===== config.mk =====
export PLATFORM = sky130hd
export DESIGN_NAME = tlc_fsm
export DESIGN_NICKNAME = d
export VERILOG_FILES = /design/src/rtl/tlc_fsm.sv
export SDC_FILE = /design/constraint.sdc
export NUM_CORES = 1
export LEC_CHECK = 0
export CORE_AREA = 2 2 39 41
export CTS_CLUSTER_SIZE = 10
export DETAILED_ROUTE_END_ITERATION = 10
export DIE_AREA = 0 0 41 43
export PLACE_DENSITY = 0.71
export SLEW_MARGIN = 20
export SYNTH_ARGS = -nofsm -noshare
export SYNTH_HDL_FRONTEND = slang
export SYNTH_SLANG_ARGS = --single-unit

===== constraint.sdc =====
create_clock -name clk -period 1.3 [get_ports clk]
set_input_delay 0.325 -clock clk [delete_from_list [all_inputs] [get_ports clk]]
set_output_delay 0.325 -clock clk [all_outputs]
set_load 0.01 [all_outputs]

===== src/rtl/tlc_fsm.sv =====
// Two-road traffic-light controller with a latched pedestrian request that
// inserts an all-red phase after the current yellow.
//
// state | meaning
// S_AG  | road A green, road B red
// S_AY  | road A yellow, road B red
// S_BG  | road A red, road B green
// S_BY  | road A red, road B yellow
// S_PED | all red, pedestrians cross
module tlc_fsm #(
   parameter int GREEN_TIME  = 5,
   parameter int YELLOW_TIME = 2,
   parameter int PED_TIME    = 3
) (
   input  logic       clk,
   input  logic       rst,
   input  logic       ped_req,
   output logic [1:0] rA,
   output logic [1:0] rB
);

   typedef enum logic [2:0] {
      S_AG  = 3'd0,
      S_AY  = 3'd1,
      S_BG  = 3'd2,
      S_BY  = 3'd3,
      S_PED = 3'd4
   } state_t;

   localparam logic [1:0] LAMP_RED    = 2'b00;
   localparam logic [1:0] LAMP_YELLOW = 2'b01;
   localparam logic [1:0] LAMP_GREEN  = 2'b10;

   localparam logic [3:0] GREEN_LD  = 4'(GREEN_TIME - 1);
   localparam logic [3:0] YELLOW_LD = 4'(YELLOW_TIME - 1);
   localparam logic [3:0] PED_LD    = 4'(PED_TIME - 1);

   state_t     state;
   logic [3:0] timer_display;
   logic       ped_pending;
   logic       ret_b;
   logic       ped_now;
   logic       tc;

   // a request on the final yellow cycle still counts as pending
   assign ped_now = ped_pending | ped_req;
   assign tc      = (timer_display == 4'd0);

   always_ff @(posedge clk) begin
      if (rst) begin
         state         <= S_AG;
         timer_display <= GREEN_LD;
         ped_pending   <= 1'b0;
         ret_b         <= 1'b0;
      end else begin
         if (ped_req && state != S_PED)
            ped_pending <= 1'b1;
         case (state)
            S_AG: begin
               if (tc) begin
                  state         <= S_AY;
                  timer_display <= YELLOW_LD;
               end else begin
                  timer_display <= timer_display - 4'd1;
               end
            end
            S_AY: begin
               if (tc) begin
                  ret_b <= 1'b1;
                  if (ped_now) begin
                     state         <= S_PED;
                     timer_display <= PED_LD;
                     ped_pending   <= 1'b0;
                  end else begin
                     state         <= S_BG;
                     timer_display <= GREEN_LD;
                  end
               end else begin
                  timer_display <= timer_display - 4'd1;
               end
            end
            S_BG: begin
               if (tc) begin
                  state         <= S_BY;
                  timer_display <= YELLOW_LD;
               end else begin
                  timer_display <= timer_display - 4'd1;
               end
            end
            S_BY: begin
               if (tc) begin
                  ret_b <= 1'b0;
                  if (ped_now) begin
                     state         <= S_PED;
                     timer_display <= PED_LD;
                     ped_pending   <= 1'b0;
                  end else begin
                     state         <= S_AG;
                     timer_display <= GREEN_LD;
                  end
               end else begin
                  timer_display <= timer_display - 4'd1;
               end
            end
            S_PED: begin
               if (tc) begin
                  state         <= ret_b ? S_BG : S_AG;
                  timer_display <= GREEN_LD;
               end else begin
                  timer_display <= timer_display - 4'd1;
               end
            end
            default: begin
               state         <= S_AG;
               timer_display <= GREEN_LD;
            end
         endcase
      end
   end

   always_comb begin
      rA = LAMP_RED;
      rB = LAMP_RED;
      case (state)
         S_AG:    rA = LAMP_GREEN;
         S_AY:    rA = LAMP_YELLOW;
         S_BG:    rB = LAMP_GREEN;
         S_BY:    rB = LAMP_YELLOW;
         default: begin
            rA = LAMP_RED;
            rB = LAMP_RED;
         end
      endcase
   end

endmodule


Word-level counts from Yosys, hierarchy flattened --
Index checks and enable logic that the tools add are counted.
Storage, ports and cells: flip-flop bits (word level) 9, output and inout bits 4, word-level logic and storage cells 47, input bits 3
Cells by class: add/sub/neg operators 1, muxes and demuxes 23, reductions and logical operators 8, bitwise operators 1, equal/unequal tests 10
Operator list (number):
- 2-to-1 mux 3 bit | 8
- one-hot mux 3 bit (5 select lines) | 1
- 2-to-1 mux 4 bit | 3
- one-hot mux 4 bit (3 select lines) | 1
- != test 2 bit (second input constant) | 5
- one-hot mux 2 bit (2 select lines) | 2
- equality test 3 x 2 -> 1 bit (second input constant) | 2
- 2-to-1 mux 1 bit | 6
- AND reduction 5 bit | 1
- logical NOT 4 bit | 1
- OR reduction 2 bit | 2
- subtractor 4 x 1 -> 4 bit (second input constant) | 1
- equality test 3 x 1 -> 1 bit (second input constant) | 1
- equality test 3 bit (second input constant) | 1
- logical NOT 3 bit | 1
- != test 3 bit (second input constant) | 1
- AND reduction 3 bit | 1
- 2-to-1 mux 2 bit | 1
- one-hot mux 1 bit (2 select lines) | 1
- nonzero test 2 bit | 1
- logical AND 1 bit | 1
- bitwise OR 1 bit | 1

Logic depth before layout (Yosys ltp) --
depth in word-level cells 6, depth in mapped cells 6, gate-level depth less buffers 5

Worst setup path after synthesis --
OpenSTA, ideal clock, no wires.
path kind reg2reg, start register timer_display[0], end register timer_display[2], buffers on the path 1, data arrival time 1.218 ns, setup slack -0.038 ns, setup time 0.120 ns, required time 1.180 ns, stages on the path, launching flop included 7, clock period less this slack 1.338 ns, path through dfxtp_1 -> inv_1 -> ha_1 -> or3b_1 -> buf_2 -> nor3_1 -> o21bai_1
On the way: word-level cells in the longest chain between the ends 3, elaborated cells between the ends (all ways) 6, classes of those cells add/sub: 1; mux: 4; reduce/logical: 1
RTL lines:
- start, declared | RTL line 39 | logic [3:0] timer_display;
- start signal, assigned | RTL line 64 | timer_display <= timer_display - 4'd1;
- start signal, assigned | RTL line 79 | timer_display <= timer_display - 4'd1;
- start signal, assigned | RTL line 87 | timer_display <= timer_display - 4'd1;
- subtractor 4 x 1 -> 4 bit / logical NOT 4 bit (equally long branches)
- 2-to-1 mux 4 bit (on tied branches)
- one-hot mux 4 bit (3 select lines) * | RTL line 58 | case (state)
Every way passes the cells marked *; elsewhere a longest branch is shown, timed or not. A chain may end at the register's enable or synchronous reset.

Worst setup path in the final report --
start register state[2], end output rB[1]
On the way: word-level cells in the longest chain between the ends 2, elaborated cells between the ends (all ways) 3, classes of those cells eq/ne: 2; mux: 1
RTL lines:
- start, declared | RTL line 38 | state_t state;
- start signal, assigned | RTL line 107 | state <= ret_b ? S_BG : S_AG;
- equality test 3 x 2 -> 1 bit | RTL line 124 | case (state)
- one-hot mux 2 bit (2 select lines) * | RTL line 124
- end, declared | RTL line 19 | output logic [1:0] rB
Marks and branches as above.

==> impl_metrics.yaml <==
clock_tree:
  cts_made_buffers: 3
  clk_latency_ns: 0.27
  clockRootBuffer: "clkbuf_4"
  cts_tree: "done"
  clkTransAtPathRegs_ns: 0.07
  htreeDepth: 1
  clock_sinks: 9
  post_cts_buffers: 0
  clock_tree.buffer_depth: 2
placed_design:
  dp_slack_ns: -0.289
  numPortBuffers: 6
  hpwl_um: 846
  gp_congestion: 0.736
  placedCellCount: 88
floorplan:
  placementRows: 14
  dieArea_um2: 1760
  die_w_um: 41
  core-area_um2: 1380
  fp.dieH_um: 43
  start_util: 0.361
  num_io_pins: 7
timing:
  min_period_over_period: 1.02
  max_freq_ghz: 0.755
  tightest_slew_ns: 0.258
  timing.final.ws_setup_ns: -0.0245
  skew_ns: 0.00920
  hold_violations: 0
  rsz0062_at_grt: "yes"
  setup_viol: 3
  fin_tns_setup_ns: -0.0583
  fin_crit_ns: 1.32
  drv_slew: 0
  relSlewSlack: 0.827
grt:
  grt_pass1_vias: 397
  grt_pass1_wl_um: 1750
  grt_max_degree: 8
  track_usage: 0.152
  antenna_found_initial: 0
  globalRouteOverflowTotal: 0
status:
  status: "finished, violations left"
  violations: "negative setup slack"
power:
  power.density_nw_per_um2: 1830
  ir_drop_v: 0.00122
  power_leakage_nw: 0.310
  p_total_mw: 1.38
worst_setup_path:
  end_kind: "output pin"
  worst-path-max-fanout: 4
  worstSetupStartpointType: "flip-flop"
  worst_path_largest_cell_delay_ns: 0.37
  reg2reg_depth: 5
  critical-path-slowest-cell: "dfxtp_4"
  worstPathRequired_ns: 0.98
  cp.arrival_ns: 1.00
  critPathKind: "flip-flop to output pin"
  crit_chain: "nor3b_4, buf_2"
final_layout:
  stdcell_count: 92
  multi_input_area_um2: 350
  seq_area_um2: 194
  layout_commonest_cell: "buf_4"
  syn2layout_area_growth_pct: 51.9
  diodes: 0
  n_fill_cell: 129
  final_util: 0.548
  layout.nets: 82
  final_cell_mix: "13 x buf_4, 4 x nor2_1, 4 x buf_2, 4 x dfxtp_1"
  drive_gt1_frac: 0.579
yosys:
  syn_area_per_cell_um2: 9.08
  synth_cell_type_count: 22
  ys_seq_elements: 9
  seq_area_frac_synth: 0.361
  synth_area_um2: 499
  ys.warnings.count: 0
  synthCells: 55
  synth_nets: 60
routing:
  drt_wl_total_um: 1130
  wl_per_cell_um: 12.2
  drc: 0
  firstDrtPassIters: 3
  ant_nets: 0
  num_vias: 449
  drt_iter0_drc: 5
  avgViaCountPerCell: 4.88
flow_run:
  maxCapViolCount: 0
hold_path:
  worstHoldPathCells: 4
  hold_class: "input port to flip-flop"
[timing repair]
action | 4_1_cts | 5_1_grt
pin swaps | 4 | 7
gates resized for setup | 29 | 11
hold buffers | 0 | 0
setup endpoints to repair | 10 | 8
[worst max-delay path, delay by kind of cell, from the launching register on]
family | cells | cell delay, ns
flops | 1 | 0.37
buf+inv | 1 | 0.16
simple gates | 1 | 0.20
[synth_stat cells]
library cell  n  area [µm²]
nand2b_1      3        18.8
nor4b_4       1        23.8
inv_1         4        15.0
dfxtp_1       9         180
buf_6         1        11.3
nor2b_1       1        6.26
buf_2         2        10.0
a221oi_1      1        8.76
or2b_1        1        7.51
xnor2_1       2        17.5
nor3b_2       3        37.5
ha_1          2        25.0
nor2_1        7        26.3
a21oi_1       3        15.0
nand2_1       1        3.75
xor2_1        1        8.76
a211oi_1      4        30.0
or3b_1        1        8.76
o21ai_0       1        5.00
o21bai_1      1        7.51
o211ai_1      1        7.51
nor3_1        5        25.0
[registers in the layout (all words and copies together), names as in the netlist]
name,cells
timer_display,4
state,3
ped_pending,1
ret_b,1
[power by group]
group	internal, mW	switching [mW]
Clock	0.114	0.112
Combinational	0.383	0.317
Sequential	0.367	0.0914
Total	0.864	0.520
[path summary, 6_finish.rpt]
check,startpoint,to,slack (ns)
max,state[2]$_SDFFE_PP0P_,rB[1],-0.02
max reg2reg,timer_display[1]$_SDFF_PP0_,timer_display[1]$_SDFF_PP0_,0.01
min,ped_req,ped_pending$_SDFF_PP0_,0.52
min reg2reg,timer_display[0]$_SDFF_PP0_,timer_display[0]$_SDFF_PP0_,0.52
[layer usage]
metal | up-vias | wire [µm] | share of wire | global-route usage
met4 | 0 | 19 | 0.017 | 0.0600
met5 | - | 0 | 0 | 0
met2 | 8 | 611 | 0.54 | 0.231
met1 | 205 | 465 | 0.41 | 0.190
li1 | 234 | - | - | -
met3 | 2 | 30 | 0.027 | 0.0471
[kinds of logic after synthesis]
| family | share of synthesized area |
|---|---|
| AO/OA/AOI/OAI | 0.148 |
| XOR/XNOR | 0.0526 |
| adder cells (fa/ha/maj) | 0.0501 |
| buffers and inverters | 0.0727 |
| flip-flops | 0.361 |
| AND/OR/NAND/NOR | 0.316 |
[stage by stage]
stage | hold slack [ns] | cell area (µm²)
after floorplan | 0.394 | 513
after detailed placement | 0.515 | 671
after global routing | 0.548 | 758
after global placement | 0.487 | 671
after CTS | 0.520 | 718
final | 0.523 | 758
[cell type report]
cell class / instances / share of cell area
Tap cell: 16 / 0.0264
Clock inverter: 1 / 0.00660
Clock buffer: 3 / 0.0297
Sequential cell: 9 / 0.256
Multi-Input combinational cell: 39 / 0.462
Timing Repair Buffer: 20 / 0.200
Inverter: 4 / 0.0198
(Power assumes the default switching activity.)
